### src/rtl/core_pkg.sv
// -----------------------------------------------------------------------------
// core_pkg
// Shared constants for the five-stage RV32I core: datapath and register-address
// widths, and the 4-bit ALU operation codes. The ALU control decoder and the
// ID/EX stage both use these codes, so they stay consistent.
// -----------------------------------------------------------------------------
package core_pkg;

   localparam int XLEN = 32;
   localparam int RAW  = 5;

   // ALU operation codes; any other code makes the ALU output zero.
   localparam logic [3:0] ALU_AND = 4'b0000;
   localparam logic [3:0] ALU_OR  = 4'b0001;
   localparam logic [3:0] ALU_ADD = 4'b0010;
   localparam logic [3:0] ALU_SUB = 4'b0110;

endpackage

### src/rtl/id_ex_stage_fwd_mux.sv
// -----------------------------------------------------------------------------
// fwd_mux
// Three-way priority operand select for one source register in EX:
// EX/MEM result first, then MEM/WB data, then the registered value.
// Register x0 never matches, whatever the rd and write-enable values.
// Ports:
//   rs, reg_data                          source register number and its value
//   exm_reg_write, exm_rd, exm_result     EX/MEM forwarding source
//   wb_reg_write, wb_rd, wb_data          MEM/WB forwarding source
//   fwd_data                              selected operand
// -----------------------------------------------------------------------------
module fwd_mux #(
   parameter int XLEN = core_pkg::XLEN,
   parameter int RAW  = core_pkg::RAW
) (
   input  logic [RAW-1:0]  rs,
   input  logic [XLEN-1:0] reg_data,
   input  logic            exm_reg_write,
   input  logic [RAW-1:0]  exm_rd,
   input  logic [XLEN-1:0] exm_result,
   input  logic            wb_reg_write,
   input  logic [RAW-1:0]  wb_rd,
   input  logic [XLEN-1:0] wb_data,
   output logic [XLEN-1:0] fwd_data
);

   logic exm_hit_s;
   logic wb_hit_s;

   // Match detection with the x0 guard on both sources.
   always_comb begin
      exm_hit_s = exm_reg_write && (exm_rd != {RAW{1'b0}}) && (exm_rd == rs);
      wb_hit_s  = wb_reg_write  && (wb_rd  != {RAW{1'b0}}) && (wb_rd  == rs);
   end

   // Priority select: the younger EX/MEM result wins over MEM/WB.
   always_comb begin
      fwd_data = reg_data;
      if (exm_hit_s) begin
         fwd_data = exm_result;
      end else if (wb_hit_s) begin
         fwd_data = wb_data;
      end else begin
         fwd_data = reg_data;
      end
   end

endmodule

### src/rtl/id_ex_stage.sv
// -----------------------------------------------------------------------------
// id_ex_stage
// ID/EX pipeline register directly upstream of the ALU. Captures decoded
// operands and control from ID, bypasses same-cycle register-file writes at
// capture, forwards EX/MEM and MEM/WB results in the EX cycle, drives the ALU
// A/B/ALUCtrl inputs, stalls ID for one cycle on a load-use hazard and squashes
// its contents on a taken branch.
// Ports:
//   clk, rst                     clock, asynchronous active-high reset
//   id_valid / id_ready          ID handshake (id_ready combinational)
//   id_rs1, id_rs2, id_*_data    source registers and register-file data
//   id_imm, id_alu_src           immediate and B-operand select
//   id_alu_ctrl, id_rd, id_*     ALU code, destination, control bits
//   flush                        branch taken in EX, squash
//   exm_*, wb_*                  forwarding sources
//   A, B, ALUCtrl                ALU inputs
//   ex_*                         registered control, destination, store data
// -----------------------------------------------------------------------------
module id_ex_stage
   import core_pkg::*;
#(
   parameter int XLEN = core_pkg::XLEN,
   parameter int RAW  = core_pkg::RAW
) (
   input  logic            clk,
   input  logic            rst,
   input  logic            id_valid,
   output logic            id_ready,
   input  logic [RAW-1:0]  id_rs1,
   input  logic [RAW-1:0]  id_rs2,
   input  logic [XLEN-1:0] id_rs1_data,
   input  logic [XLEN-1:0] id_rs2_data,
   input  logic [XLEN-1:0] id_imm,
   input  logic            id_alu_src,
   input  logic [3:0]      id_alu_ctrl,
   input  logic [RAW-1:0]  id_rd,
   input  logic            id_reg_write,
   input  logic            id_mem_read,
   input  logic            id_mem_write,
   input  logic            id_branch,
   input  logic            flush,
   input  logic [RAW-1:0]  exm_rd,
   input  logic            exm_reg_write,
   input  logic [XLEN-1:0] exm_result,
   input  logic [RAW-1:0]  wb_rd,
   input  logic            wb_reg_write,
   input  logic [XLEN-1:0] wb_data,
   output logic [XLEN-1:0] A,
   output logic [XLEN-1:0] B,
   output logic [3:0]      ALUCtrl,
   output logic            ex_valid,
   output logic            ex_reg_write,
   output logic            ex_mem_read,
   output logic            ex_mem_write,
   output logic            ex_branch,
   output logic [RAW-1:0]  ex_rd,
   output logic [XLEN-1:0] ex_store_data
);

   // Pipeline registers
   logic            ex_valid_r;
   logic [RAW-1:0]  ex_rs1_r;
   logic [RAW-1:0]  ex_rs2_r;
   logic [XLEN-1:0] ex_rs1_data_r;
   logic [XLEN-1:0] ex_rs2_data_r;
   logic [XLEN-1:0] ex_imm_r;
   logic            ex_alu_src_r;
   logic [3:0]      ex_alu_ctrl_r;
   logic [RAW-1:0]  ex_rd_r;
   logic            ex_reg_write_r;
   logic            ex_mem_read_r;
   logic            ex_mem_write_r;
   logic            ex_branch_r;

   // Combinational helpers
   logic            hazard_s;
   logic            bubble_s;
   logic [XLEN-1:0] cap_rs1_data_s;
   logic [XLEN-1:0] cap_rs2_data_s;
   logic [XLEN-1:0] fwd_rs1_s;
   logic [XLEN-1:0] fwd_rs2_s;

   // Load-use detection and the ID handshake; flush overrides the stall so
   // ID drops the squashed instruction instead of holding it.
   always_comb begin
      hazard_s = ex_valid_r && ex_mem_read_r && (ex_rd_r != {RAW{1'b0}}) &&
                 ((ex_rd_r == id_rs1) || (ex_rd_r == id_rs2)) && id_valid;
      bubble_s = flush || hazard_s;
      id_ready = flush || !hazard_s;
   end

   // Capture-time bypass: the register file is written and read in the same
   // cycle, so a matching WB write supplies the value ID could not yet see.
   always_comb begin
      cap_rs1_data_s = id_rs1_data;
      cap_rs2_data_s = id_rs2_data;
      if (wb_reg_write && (wb_rd != {RAW{1'b0}}) && (wb_rd == id_rs1)) begin
         cap_rs1_data_s = wb_data;
      end else begin
         cap_rs1_data_s = id_rs1_data;
      end
      if (wb_reg_write && (wb_rd != {RAW{1'b0}}) && (wb_rd == id_rs2)) begin
         cap_rs2_data_s = wb_data;
      end else begin
         cap_rs2_data_s = id_rs2_data;
      end
   end

   // ID/EX register: reset and bubbles clear everything, otherwise load ID.
   always_ff @(posedge clk or posedge rst) begin
      if (rst) begin
         ex_valid_r     <= 1'b0;
         ex_rs1_r       <= {RAW{1'b0}};
         ex_rs2_r       <= {RAW{1'b0}};
         ex_rs1_data_r  <= {XLEN{1'b0}};
         ex_rs2_data_r  <= {XLEN{1'b0}};
         ex_imm_r       <= {XLEN{1'b0}};
         ex_alu_src_r   <= 1'b0;
         ex_alu_ctrl_r  <= ALU_AND;
         ex_rd_r        <= {RAW{1'b0}};
         ex_reg_write_r <= 1'b0;
         ex_mem_read_r  <= 1'b0;
         ex_mem_write_r <= 1'b0;
         ex_branch_r    <= 1'b0;
      end else if (bubble_s) begin
         ex_valid_r     <= 1'b0;
         ex_rs1_r       <= {RAW{1'b0}};
         ex_rs2_r       <= {RAW{1'b0}};
         ex_rs1_data_r  <= {XLEN{1'b0}};
         ex_rs2_data_r  <= {XLEN{1'b0}};
         ex_imm_r       <= {XLEN{1'b0}};
         ex_alu_src_r   <= 1'b0;
         ex_alu_ctrl_r  <= ALU_AND;
         ex_rd_r        <= {RAW{1'b0}};
         ex_reg_write_r <= 1'b0;
         ex_mem_read_r  <= 1'b0;
         ex_mem_write_r <= 1'b0;
         ex_branch_r    <= 1'b0;
      end else begin
         ex_valid_r     <= id_valid;
         ex_rs1_r       <= id_rs1;
         ex_rs2_r       <= id_rs2;
         ex_rs1_data_r  <= cap_rs1_data_s;
         ex_rs2_data_r  <= cap_rs2_data_s;
         ex_imm_r       <= id_imm;
         ex_alu_src_r   <= id_alu_src;
         ex_alu_ctrl_r  <= id_alu_ctrl;
         ex_rd_r        <= id_rd;
         ex_reg_write_r <= id_reg_write;
         ex_mem_read_r  <= id_mem_read;
         ex_mem_write_r <= id_mem_write;
         ex_branch_r    <= id_branch;
      end
   end

   fwd_mux #(.XLEN(XLEN), .RAW(RAW)) u_fwd_rs1 (
      .rs            (ex_rs1_r),
      .reg_data      (ex_rs1_data_r),
      .exm_reg_write (exm_reg_write),
      .exm_rd        (exm_rd),
      .exm_result    (exm_result),
      .wb_reg_write  (wb_reg_write),
      .wb_rd         (wb_rd),
      .wb_data       (wb_data),
      .fwd_data      (fwd_rs1_s)
   );

   fwd_mux #(.XLEN(XLEN), .RAW(RAW)) u_fwd_rs2 (
      .rs            (ex_rs2_r),
      .reg_data      (ex_rs2_data_r),
      .exm_reg_write (exm_reg_write),
      .exm_rd        (exm_rd),
      .exm_result    (exm_result),
      .wb_reg_write  (wb_reg_write),
      .wb_rd         (wb_rd),
      .wb_data       (wb_data),
      .fwd_data      (fwd_rs2_s)
   );

   // ALU operand drive; an invalid stage presents all-zero operands and code
   // so the ALU output is a harmless 0 (ex_branch is also 0 then).
   always_comb begin
      A             = {XLEN{1'b0}};
      B             = {XLEN{1'b0}};
      ex_store_data = {XLEN{1'b0}};
      ALUCtrl       = ALU_AND;
      if (ex_valid_r) begin
         A             = fwd_rs1_s;
         B             = ex_alu_src_r ? ex_imm_r : fwd_rs2_s;
         ex_store_data = fwd_rs2_s;
         ALUCtrl       = ex_alu_ctrl_r;
      end else begin
         A             = {XLEN{1'b0}};
         B             = {XLEN{1'b0}};
         ex_store_data = {XLEN{1'b0}};
         ALUCtrl       = ALU_AND;
      end
   end

   // Registered control straight out to EX/MEM.
   always_comb begin
      ex_valid     = ex_valid_r;
      ex_reg_write = ex_reg_write_r;
      ex_mem_read  = ex_mem_read_r;
      ex_mem_write = ex_mem_write_r;
      ex_branch    = ex_branch_r;
      ex_rd        = ex_rd_r;
   end

endmodule

### config.mk
export PLATFORM = sky130hd
export DESIGN_NAME = id_ex_stage
export DESIGN_NICKNAME = d
export VERILOG_FILES = /design/src/rtl/core_pkg.sv /design/src/rtl/id_ex_stage_fwd_mux.sv /design/src/rtl/id_ex_stage.sv
export SDC_FILE = /design/constraint.sdc
export NUM_CORES = 1
export LEC_CHECK = 0
export CORE_MARGIN = 5
export CORE_UTILIZATION = 35
export DETAILED_ROUTE_END_ITERATION = 10
export GPL_TIMING_DRIVEN = 0
export MAX_ROUTING_LAYER = met4
export PLACE_DENSITY_LB_ADDON = 0.05
export SLEW_MARGIN = 5
export SYNTH_ARGS = -nofsm -noshare
export SYNTH_HDL_FRONTEND = slang
export SYNTH_SLANG_ARGS = --single-unit
### constraint.sdc
create_clock -name clk -period 3.9 [get_ports clk]
set_input_delay 0.78 -clock clk [delete_from_list [all_inputs] [get_ports clk]]
set_output_delay 0.78 -clock clk [all_outputs]
set_load 0.02 [all_outputs]
* Yosys cells after proc, flatten, opt, wreduce, memory -nomap -nowiden
Index checks and enable logic that the tools add are counted.
W data, S select, Z words.
** Operators by class
- Reduce and logical (&&, ||, !) cells :: 19
- Mux-type cells :: 24
- Eq/ne operators :: 8
** Operators with widths (count)
- $mux W32 :: 13
- $eq A5 B5 Y1 :: 8
- $mux W5 :: 3
- $reduce_bool A5 Y1 :: 3
- $logic_and A1 B1 Y1 :: 12
- $mux W4 :: 2
- $mux W1 :: 6
- $logic_or A1 B1 Y1 :: 3
- $logic_not A1 Y1 :: 1
** Word-level totals
- Logic and storage cells :: 64
- Flip-flop bits (word level) :: 121
- Bits of input ports :: 200
- Output and inout bits :: 111

* Depth between registers and ports, before layout
Gate-level depths: netlist (run 1).
- Depth in word-level cells :: 7
- Gate-level depth with buffers :: 8
- Mapped depth without buffers :: 5

* By module
From an unflattened synthesis (run 1), not the netlist that was laid out.
** Second synthesis, totals
- Cells, all modules :: 1067
- Area, all modules :: 9510.4 sq um
** Modules (own cells, without submodules)
- id_ex_stage :: area an instance 7175.6 sq um, cells each 697, seq. area each 3027.9 sq um, times used 1
- fwd_mux :: area an instance 1167.4 sq um, cells each 185, seq. area each 0.0 sq um, times used 2

* Worst setup path after synthesis (run 1)
Ideal clock, no wire load.
- Path kind :: input -> output
- Start :: input port wb_rd[3]
- End :: output port B[0]
- Data required time :: 3.120 ns
- Stages :: 8
- Slack :: 0.459 ns
- Arrival :: 2.661 ns
- Cell sequence :: buf_2 -> or4_4 -> o21a_1 -> and3_1 -> buf_2 -> buf_6 -> mux2i_1 -> o21ai_0
** On the way
- Word-level cells in the longest chain between the ends :: 7
- Elaborated cells on any way between the ends :: 8
- Classes of those cells :: eq/ne (1); mux (4); reduce/logical (3)
** Ends and longest elaborated chain
- start: declaration :: RTL line id_ex_stage.sv:45 : input logic [RAW-1:0] wb_rd,
- $reduce_bool A5 Y1 :: RTL line id_ex_stage_fwd_mux.sv:33 : wb_hit_s = wb_reg_write && (wb_rd != {RAW{1'b0}}) && (wb_rd == rs);
- $logic_and A1 B1 Y1 :: RTL line id_ex_stage_fwd_mux.sv:33
- $logic_and A1 B1 Y1 (*) :: RTL line id_ex_stage_fwd_mux.sv:33
- $mux W32 (*) :: RTL line id_ex_stage_fwd_mux.sv:41 : end else if (wb_hit_s) begin
- $mux W32 (*) :: RTL line id_ex_stage_fwd_mux.sv:39 : if (exm_hit_s) begin
- $mux W32 (*) :: RTL line id_ex_stage.sv:189 : B = ex_alu_src_r ? ex_imm_r : fwd_rs2_s;
- $mux W32 (*) :: RTL line id_ex_stage.sv:187 : if (ex_valid_r) begin
- end: declaration :: RTL line id_ex_stage.sv:49 : output logic [XLEN-1:0] B,
Every way passes the cells marked *; elsewhere a longest branch is shown, timed or not.

* Worst setup path in the final report (run 1)
- Start :: input port exm_rd[0]
- End :: output port B[9]
** On the way
- Word-level cells in the longest chain between the ends :: 6
- Elaborated cells on any way between the ends :: 7
- Classes of those cells :: eq/ne (1); mux (3); reduce/logical (3)
** Ends and longest elaborated chain
- start: declaration :: RTL line id_ex_stage.sv:42 : input logic [RAW-1:0] exm_rd,
- $reduce_bool A5 Y1 :: RTL line id_ex_stage_fwd_mux.sv:32 : exm_hit_s = exm_reg_write && (exm_rd != {RAW{1'b0}}) && (exm_rd == rs);
- $logic_and A1 B1 Y1 :: RTL line id_ex_stage_fwd_mux.sv:32
- $logic_and A1 B1 Y1 (*) :: RTL line id_ex_stage_fwd_mux.sv:32
- $mux W32 (*) :: RTL line id_ex_stage_fwd_mux.sv:39
- $mux W32 (*) :: RTL line id_ex_stage.sv:189
- $mux W32 (*) :: RTL line id_ex_stage.sv:187
Marks and branches as above.

==> results of run 1 <==
==> cells in the mapped netlist <==
cell      number  share of area [%]
o21ai_0       82                6.0
a21o_1         1               0.11
mux2i_1       96                 14
or4_1          3               0.33
dfrtp_1      121                 44
clkbuf_1      45                2.5
nor4_2         2               0.36
a32oi_1       32                4.1
nor4_1         2               0.18
nand3_1        8               0.58
inv_1          1              0.055
a21oi_1       34                2.5
nand3b_1       1               0.11
and3_1         2               0.18
o21ai_1       16                1.2
buf_6          4               0.66
xor2_1        16                2.0
and2_1        62                5.6
nor2_1        66                3.6
or4_4          1               0.16
a31oi_1       32                2.9
o22ai_1        1              0.091
nor3_1         2               0.15
nand2_1       69                3.8
o21a_1         1               0.11
nor2b_1        1              0.091
xnor2_1       24                3.1
buf_2         21                1.5
==> worst max-delay path: stages <==
cell,delay (ps)
clkdlybuf4s50_1,470
or4_1,550
o21ai_2,180
buf_4,150
nor4_4,50
clkbuf_4,230
a32oi_2,210
o21ai_1,110
dlygate4sd2_1,330
==> repair_timing <==
action	in CTS	in global routing
gates resized for setup	309	86
buffers inserted	1	0
setup endpoints to repair	96	81
pin swaps	2	1
==> layout make-up <==
type / count / area share, %
flip-flops and latches: 121 / 27.89
well taps: 265 / 3.054
multi-input cells: 554 / 33.18
inverters: 1 / 0.06915
repair buffers: 309 / 27.00
plain buffers: 70 / 3.918
clock buffers: 21 / 4.149
clock inverters: 9 / 0.7145
diodes: 1 / 0.02305
==> kinds of logic (layout without fill, tap and decap cells) <==
family,after synthesis,in the layout,synth area share (%)
xor+xnor,40,40,5.102
other cells,0,1,0
mux,96,96,13.99
simple gates,219,219,15.18
flops,121,121,44.10
buf+inv,71,410,4.701
compound gates,199,199,16.93
==> where the power goes <==
group	internal [mW]	switching (mW)
combinational	0.343	0.340
clock	0.877	0.561
sequential	1.32	0.0272
==> state kept, by name (all words and copies together) (netlist names) <==
register / flops
ex_imm_r: 32
ex_rs1_data_r: 32
ex_rs2_data_r: 32
ex_rd: 5
ex_rs1_r: 5
ex_rs2_r: 5
ex_alu_ctrl_r: 4
ex_alu_src_r: 1
ex_branch: 1
ex_mem_read: 1
ex_mem_write: 1
ex_reg_write: 1
ex_valid: 1
==> worst paths after layout <==
kind	end
setup / recovery	B[9]
hold / removal	ex_rs1_r[4]$_DFF_PP0_
setup reg to reg	ex_rs1_data_r[9]$_DFF_PP0_
hold reg to reg	ex_rs2_data_r[31]$_DFF_PP0_
max in group asynchronous	ex_imm_r[11]$_DFF_PP0_
min in group clk	ex_rd[1]$_DFF_PP0_
==> layer usage <==
metal  vias up  global-route usage [%]  wire length [um]
li1       3278                       -                 -
met1      3254                   31.74             11790
met2       314                   41.61             13650
met3        40                   7.601              2778
met4         0                   7.136               498
met5         -                       -                 0
==> metrics by stage <==
step	power, mW	hold slack, ps	TNS, ps
global placement	2.054	1129	-66440
detailed placement	2.065	1133	-67920
finish	3.472	747.5	0
CTS	3.505	751.0	-73.02
floorplan	1.658	908.6	0
global route	3.619	807.7	-40.94
==> flow_results.org, run 1 <==
** Placement
- Routability congestion estimate :: around 0.9
- Pre-CTS worst setup slack :: -932.3 ps
- In this run, placement finished with an instance count of 1319.
- Estimated wirelength of the detail-placed design :: between 20000 and 25000 um
- During placement, the flow inserted port buffers numbering a little over 300.
- Cell area after placement :: roughly 10000 um2

** Clock tree
- The longest clock path from root to sink contains 2 buffers.
- Clock-pin slew was measured on the worst setup and hold paths at approximately 60 ps.
- Total CTS buffers :: 17
- The tree built by TritonCTS fans out to 121 sinks.
- Post-cts hold buffer count :: 0
- The cell sitting at the root of the clock tree is a clkbuf_16.
- Worst-skew pair later-pin latency :: about 420 ps
- H-tree level count :: 4
- Clock tree from TritonCTS :: done

** Power
- Pwr Density :: around 320 nW/um2
- Static leakage power :: about 4.3 nW
- The worst-case IR drop observed on VDD is approximately 300 uV.

** Critical path
- The worst setup path is captured at an output pin.
- Number of cell instances on the worst register-to-register path :: 6
- The critical path is of the in2out type.
- At the worst endpoint, the required time is about 3100 ps.
- Crit-path max FO :: 10
- The startpoint identified for the worst register-to-register timing path is ex_valid$_DFF_PP0_.
- Internal reg-to-reg setup slack :: 1420 ps
- Data arrives at the worst endpoint at between 3000 and 4000 ps.
- STA classifies the critical path startpoint as a primary input.
- In this run the worst setup path begins at exm_rd[0].

** Timing
- The max-slew violation count was 0.
- Clock skew after layout :: around 9.9 ps
- Setup violations remaining at the end of the flow were counted as 0.
- Maximum clock frequency :: between 200 and 300 MHz
- Slew at the pin closest to its max-slew limit :: roughly 750 ps
- Final Hold Violating Endpoints :: 0
- RSZ-0062 raised after global routing :: yes
- Max-slew headroom at the worst pin :: 49.54%
- Minimum period implied by the final worst setup slack :: around 3800 ps
- Across all setup checks in the final design, the least slack found is between 60 and 70 ps.
- Final period utilization :: between 90% and 100%

** Worst hold path
- Path type of the worst min-delay path :: in2async

** Logic synthesis
- Post-Synthesis Cells :: between 700 and 800
- Cell area after technology mapping :: 6867 um2
- The number of nets handed over by synthesis was between 900 and 1000.
- Summing the sequential cell areas from Yosys gives about 44% of the chip area.
- Count of different cell masters after synthesis :: 28
- Number of warnings issued by yosys :: 0
- Synthesized area divided by synthesized cell count :: a little over 9 um2
- In this run, synthesis produced a sequential element count of around 120.

** Final layout
- Post-layout instance area :: approximately 11000 um2
- Sequential cell area in the final layout :: 3028 um2
- The library cell used most frequently in the layout, excluding fill and tap cells, is clkdlybuf4s50_1.
- In the final layout, the share of cells above drive strength 1 is 15.39%.
- Nets :: roughly 1300
- After the flow finishes, the layout carries non-filler instances totaling 1351.
- The layout has 1849 filler cells.
- Area growth from synthesis to layout :: 58.11%
- Finished Core Util :: 55.97%
- Leading cell types in the layout, fill and taps excluded :: 209 x clkdlybuf4s50_1, 121 x dfrtp_1, 96 x mux2i_1
- Area of the multi-input gates :: ~3600 um2

** Detailed routing
- Via-per-instance ratio :: 5.097
- Post-detailed-routing wire length :: ~29000 um
- DRC marker count from the first detailed-route iteration :: about 310
- After detailed routing, the number of remaining DRC violations is 0.
- Dividing the detail-routed wire length by the instance count gives 21.26 um.
- The count of nets left with antenna violations once routing finished came out at 0.
- Detailed routing inserted a total of roughly 6900 vias.
- DRT Pass-1 Iters :: 5

** GRT
- The first global-routing pass estimated about 42000 um of wire.
- Across every metal layer, demand over resource in global routing totals 25.83%.
- Via count of the first global-routing pass :: between 7000 and 8000
- Largest net degree at the start of global routing :: 40
- Number of antenna violations at the first check in global routing :: 1
- Global-route congestion overflow total :: 0

** Floorplan
- Floorplan die width :: 150.1 um
- Effective utilization at floorplan :: 35.40%
- Die outline height :: ~150 um
- Die Area :: roughly 23000 um2
- around 310 I/O pins were placed.
- In this run the standard cell core region covers around 19000 um2.
- Placement row count :: just over 50

** Job
- Maxcap violations :: 0

** Run status
- The run finished with clean final reports.
No activity file was read; power rests on OpenSTA's default activity.
==> run 2: changes to the inputs <==
--- a/config.mk
+++ b/config.mk
@@ -8,7 +8,6 @@
 export CORE_MARGIN = 5
 export CORE_UTILIZATION = 35
 export DETAILED_ROUTE_END_ITERATION = 10
-export GPL_TIMING_DRIVEN = 0
 export MAX_ROUTING_LAYER = met4
 export PLACE_DENSITY_LB_ADDON = 0.05
 export SLEW_MARGIN = 5
==> flow_results.org, run 2 (same netlist as run 1, synthesis figures left out) <==
** Critical path
- The worst register-to-register path begins at ex_valid$_DFF_PP0_.
- The worst setup path is launched from a primary input.
- R2R Path End :: ex_rs2_data_r[1]$_DFF_PP0_
- In this run the worst path has a maximum fanout of 13.
- Data required time of the worst path :: 3120 ps
- Number of cell instances on the worst register-to-register path :: 6
- Start point of the critical path :: wb_rd[0]
- Cell chain of the critical path :: clkdlybuf4s50_1 > or4_4 > o21a_1 > and3_4 > buf_12 > mux2i_1 > buf_4 > o21ai_1 > dlygate4sd2_1
- CP Class :: in2out
- Data on the critical path arrives at its endpoint at 3070 ps.
- On the worst path, the slowest cell contributes a delay of between 500 and 600 ps.
- Internal reg-to-reg setup slack :: 1640 ps
- On the critical path, the stage with the largest delay is an instance of or4_4.
- Following the worst setup path forward leads to its endpoint at B[19].
- CP endpoint kind :: output pin

** Final layout
- Most common cell after layout, fill and taps aside :: clkdlybuf4s50_1
- Leading cell types in the layout, fill and taps excluded :: 214 x clkdlybuf4s50_1, 120 x dfrtp_1, 83 x mux2i_1
- Finished Core Util :: a little under three fifths
- Area growth from synthesis to layout :: 60.24%
- Biggest registers after layout :: ex_imm_r x32, ex_rs1_data_r x32, ex_rs2_data_r x32
- The layout has about 1900 filler cells.
- Post-route non-filler standard cell count :: roughly 1300
- Of the cells placed in the final design, the portion with a size suffix greater than 1 is 15.70%.
- Nets :: 1259

** Run status
- Status :: complete, no violations

** GRT
- In the global route stage, overall resource usage came out at about a quarter.
- Via count of the first global-routing pass :: a little over 7000
- First-pass GRT wire length :: 41110 um
- Global-route congestion overflow total :: 0
- Largest net degree at the start of global routing :: about 70
- Number of antenna violations at the first check in global routing :: 1

** Timing
- Clock skew after layout :: 9.910 ps
- Maximum clock frequency :: between 200 and 300 MHz
- Pins Over Slew Limit :: 0
- Setup repair after global routing could not meet its margin everywhere.
- Final setup violation count :: 0
- At the pin with the least slew margin, the transition time is about 710 ps.
- The worst pin sits at a relative slew slack of around 53%.
- Hold timing on the final database bottoms out at a slack of ~690 ps.
- The hold violation count in the final report came to 0.
- Minimum period implied by the final worst setup slack :: about 3900 ps
- Setup slack of the critical path after layout :: 49.36 ps
- Final period utilization :: a little over nine tenths

** Clock tree
- No sink is reached through more buffers than the 2 on the longest clock path.
- Total CTS buffers :: 17
- Clock tree root buffer cell :: clkbuf_16
- H-tree level count :: 4
- The number of setup buffers added after CTS is 0.
- CTS clk-pin slew, worst paths :: around 60 ps
- Clock latency on the worst-skew pair, taken at its later pin, is between 400 and 500 ps.
- Clock sink count :: 121
- Clock tree from TritonCTS :: done

** Placement
- Cell Count Post-Placement :: around 1300
- Pre-CTS worst setup slack :: -451.1 ps
- Routability congestion estimate :: 0.8162
- Input and output buffers added on the ports amount to between 300 and 400.
- Summed over all nets, the half-perimeter wirelength after detailed placement is 19450 um.

** Power
- Peak ir drop on the vdd network :: slightly below 300 uV
- The analysis attributes to cell leakage a power of 4.480 nW.
- Design Power :: between 3 and 4 mW
- For this design the ratio of total power to cell area is 323.7 nW/um2.

** Floorplan
- The floorplan step set the die width to between 150 and 200 um.
- The floorplan has between 50 and 60 rows.
- The die covers 22520 um2.
- Die outline height :: around 150 um
- The region available for standard cell placement spans ~19000 um2.
- For this design the top-level I/O count stands at between 300 and 400.
- Once the floorplan was initialized, standard cells occupied 35.40% of the core.

** Worst hold path
- Path type of the worst min-delay path :: in2async

** Detailed routing
- After the first detailed-routing iteration, the DRC count stood at approximately 400.
- DRT Pass-1 Iters :: 4
- After detailed routing, the number of remaining DRC violations is 0.
- Overall via count from detail_route :: 6840
- Via-per-instance ratio :: a little over 5
- Summed over all layers, the routed wires come to about 27000 um.
- In this run the remaining antenna-violating nets after routing total 0.
- Average wire length per cell after detail routing :: about 20 um

** Job
- Maxcap violations :: 0
run 2: area by class of cell:
| cell class | count | area (um2) | area share (%) |
|---|---|---|---|
| Multi-Input combinational cell | 554 | 3680 | 33.44 |
| Timing Repair Buffer | 364 | 3391 | 30.82 |
| Sequential cell | 121 | 3029 | 27.53 |
| Clock buffer | 20 | 456.7 | 4.151 |
| Tap cell | 265 | 331.6 | 3.013 |
| Clock inverter | 10 | 102.6 | 0.9324 |
| Inverter | 1 | 7.507 | 0.06823 |
| Antenna cell | 2 | 5.005 | 0.04549 |
run 2: worst min path at each step:
stage	start	endpoint	slack, ps
floorplan	id_alu_ctrl[0]	ex_alu_ctrl_r[0]$_DFF_PP0_	910
global placement	rst	ex_rs1_data_r[2]$_DFF_PP0_	1130
detailed placement	rst	ex_rs1_data_r[2]$_DFF_PP0_	1140
CTS	rst	ex_rs1_data_r[2]$_DFF_PP0_	690
global route	rst	ex_rs1_data_r[2]$_DFF_PP0_	720
finish	rst	ex_rs1_data_r[3]$_DFF_PP0_	690
run 2: power by group:
part	switching, mW	leakage [nW]	internal [mW]	total [mW]
clock	0.551	0.281	0.957	1.51
combinational	0.342	2.64	0.360	0.702
sequential	0.0276	1.56	1.32	1.35
run 2: stage by stage:
| step | instance area (um2) | setup TNS, ps |
|---|---|---|
| after detailed placement | 10600 | -32650 |
| after floorplan | 6870 | 0 |
| after CTS | 11110 | 0 |
| after global routing | 11000 | -0.4248 |
| final | 11000 | 0 |
| after global placement | 10600 | -30680 |
run 2: routing by layer:
layer / vias up / global-route usage, % / wire [um]
li1: 3247 / - / -
met1: 3274 / 29.96 / 11120
met2: 287 / 40.93 / 13480
met3: 32 / 5.663 / 2154
met4: 0 / 7.823 / 478
met5: - / - / 0
run 2: repair_timing:
item / in CTS / in global routing
hold buffers: 0 / 0
gates resized for setup: 121 / 154
endpoints found under the setup margin: 94 / 71
run 2: worst max-delay path, delay by kind of cell:
family | cells | cell delay, ps
AO/OA/AOI/OAI | 2 | 310
buffers and inverters | 4 | 1100
multiplexers | 1 | 120
AND/OR/NAND/NOR | 2 | 740
==> run 3: changes to the inputs <==
--- a/config.mk
+++ b/config.mk
@@ -6,7 +6,7 @@
 export NUM_CORES = 1
 export LEC_CHECK = 0
 export CORE_MARGIN = 5
-export CORE_UTILIZATION = 35
+export CORE_UTILIZATION = 38
 export DETAILED_ROUTE_END_ITERATION = 10
 export MAX_ROUTING_LAYER = met4
 export PLACE_DENSITY_LB_ADDON = 0.05
==> flow_results.org, run 3 (same netlist as run 1, synthesis figures left out) <==
** Run status
- The run finished with clean final reports.

** Power
- The internal portion of the total power is between 2 and 3 mW.
- Static leakage power :: 4.505 nW
- Clock share of power :: between 40% and 50%
- Net switching power figure :: around 0.92 mW
- In this run switching power makes up about a quarter of total power.
- Per report_power, the sequential group accounts for between 30% and 40% of the total.
- The completed layout was analyzed and its total power is ~3.7 mW.
- Power spread over the standard cell area amounts to ~340 nW/um2.
- Combinational logic burns a little under a fifth of the power.
- Peak ir drop on the vdd network :: about 300 uV

** Detailed routing
- Post-detailed-routing wire length :: about 27000 um
- Number of antenna-violating nets in the routed design :: 0
- Using the TritonRoute via totals, the vias-per-cell ratio works out to 5.267.
- Summing over every cut layer, the via total after detailed routing is roughly 6900.
- After detailed routing, the number of remaining DRC violations is 0.
- DRC marker count from the first detailed-route iteration :: roughly 320
- The pre-antenna-repair detailed-routing pass consisted of 6 iterations.
- Average wire length per cell after detail routing :: 20.53 um

** Critical path
- Data on the critical path is required at its endpoint by 3120 ps.
- CP Class :: in2out
- Crit-path max FO :: 9
- Number of cell instances on the worst register-to-register path :: 5
- Arrival time at the worst endpoint :: ~3000 ps
- STA classifies the critical path startpoint as a primary input.
- CP endpoint kind :: output pin

** Clock tree
- No sink is reached through more buffers than the 2 on the longest clock path.
- The later pin in the worst-skew pair is clocked with a latency of between 400 and 500 ps.
- Clock-pin slew was measured on the worst setup and hold paths at ~50 ps.
- Post-cts hold buffer count :: 0
- For this design, the sink count on the clock tree is roughly 120.
- In this run the post-CTS setup repair buffer count came out at 0.
- H-tree level count :: 4
- Total CTS buffers :: 17
- Clock tree from TritonCTS :: done
- Clock tree root buffer cell :: clkbuf_16

** Timing
- Final Hold Violating Endpoints :: 0
- Subtracting the final worst setup slack from the clock period gives ~3800 ps.
- Pins Over Slew Limit :: 0
- The worst pin sits at a relative slew slack of 22.14%.
- Slew at the pin closest to its max-slew limit :: around 1200 ps
- Static timing analysis puts the maximum clock frequency at approximately 260 MHz.
- Final period utilization :: 97.89%
- Clock skew after layout :: between 7 and 8 ps
- RSZ-0062 raised after global routing :: no
- Final setup violation count :: 0

** Final layout
- After the last flow step, the layout net total stands at between 1000 and 1500.
- Leaving out fill and tap cells, the most frequent cells in the layout are 214 x clkdlybuf4s50_1, 120 x dfrtp_1, 84 x mux2i_1.
- Most common cell after layout, fill and taps aside :: clkdlybuf4s50_1
- Post-route non-filler standard cell count :: 1305
- Fill cell instance count of the final layout :: 1652
- Fraction of layout cells with a size suffix above 1 :: 18.05%
- From synthesis to final layout, the design area changed by 60.55%.
- Biggest registers after layout :: ex_imm_r x32, ex_rs1_data_r x32, ex_rs2_data_r x32

** Floorplan
- Die Area :: approximately 21000 um2
- After floorplanning, the core was divided into 49 placement rows.
- From bottom edge to top edge, the die measures 144.4 um.
- In this run the standard cell core region covers 17900 um2.
- For this configuration, the core starts out at a cell density of between 30% and 40%.
- The die is 144.4 um wide.
- Pin placement for this block handled roughly 310 I/O pins.

** GRT
- Global-route congestion overflow total :: 0
- In the global route stage, overall resource usage came out at between 20% and 30%.
- Entering global routing, the biggest net connects 65 pins.
- First-pass GRT wire length :: about 41000 um
- Via count of the first global-routing pass :: around 7200
- The number of antenna violations at the first check in global routing came to 1.

** Worst hold path
- The path class of the tightest hold or removal check is in2async.

** Placement
- Detailed placement ended at an HPWL of 19710 um.
- Routability congestion estimate :: ~0.9
- Number of input and output port buffers inserted :: 310
- After detailed placement, the design holds a cell count of 1272.

** Job
- Maxcap violations :: 0
## run 3: worst max-delay path, stage by stage
cell and delay (ps):
clkdlybuf4s50_1 430, or4_4 550, o21a_1 190, and3_2 190, buf_12 160, buf_12 160, mux2i_2 160, o21ai_0 190
buf_2 210
## run 3: layout make-up
class	instances	area (um2)	share of cell area, %
Antenna cell	1	2.502	0.02270
Clock buffer	24	491.7	4.460
Clock inverter	8	140.1	1.271
Inverter	1	7.507	0.06810
Multi-Input combinational cell	554	3672	33.31
Sequential cell	121	3029	27.48
Tap cell	229	286.5	2.599
Timing Repair Buffer	367	3395	30.79
## run 3: worst paths after layout
| path | startpoint | end | slack (ps) |
|---|---|---|---|
| worst max-delay path | wb_rd[0] | B[16] | 80 |
| worst min-delay path | rst | ex_rs1_data_r[2]$_DFF_PP0_ | 900 |
| worst max register to register | ex_valid$_DFF_PP0_ | ex_rs2_data_r[0]$_DFF_PP0_ | 2000 |
| worst min register to register | ex_mem_read$_DFF_PP0_ | ex_rs2_data_r[29]$_DFF_PP0_ | 1190 |
| max in group asynchronous | rst | ex_rs2_r[3]$_DFF_PP0_ | 2110 |
| min in group clk | id_imm[25] | ex_imm_r[25]$_DFF_PP0_ | 920 |
## run 3: through the flow
step	worst slack [ps]	utilization, %	instance area, um2	hold WS [ps]	TNS, ps
2_1_floorplan	459.1	-	6870	908.6	0
3_3_place_gp	-459.0	59.50	10650	1167	-27970
3_5_place_dp	-476.6	59.50	10650	1184	-29330
4_1_cts	0.9612	62.83	11250	902.1	0
5_1_grt	0.8429	61.58	11020	910.2	0
6_report	82.11	61.58	11020	904.8	0
## run 3: power groups by stage
stage	clock [mW]	sequential [mW]	combinational [mW]
finish	1.68	1.35	0.703
global route	1.77	1.36	0.762
CTS	1.71	1.35	0.710
detailed placement	0	1.37	0.723
global placement	0	1.37	0.718
floorplan	0	1.37	0.287
## run 3: routing by layer
layer  vias up  wire (um)  GRT usage (%)
li1       3255          -              -
met3        50       1964          5.688
met2       296      13140          43.09
met1      3273      10940          32.07
met5         -          0              -
met4         0        750          8.984
## run 3: timing repair
item	CTS	global route
setup endpoints to repair	93	89
pin swaps	0	1
resized for setup	154	159
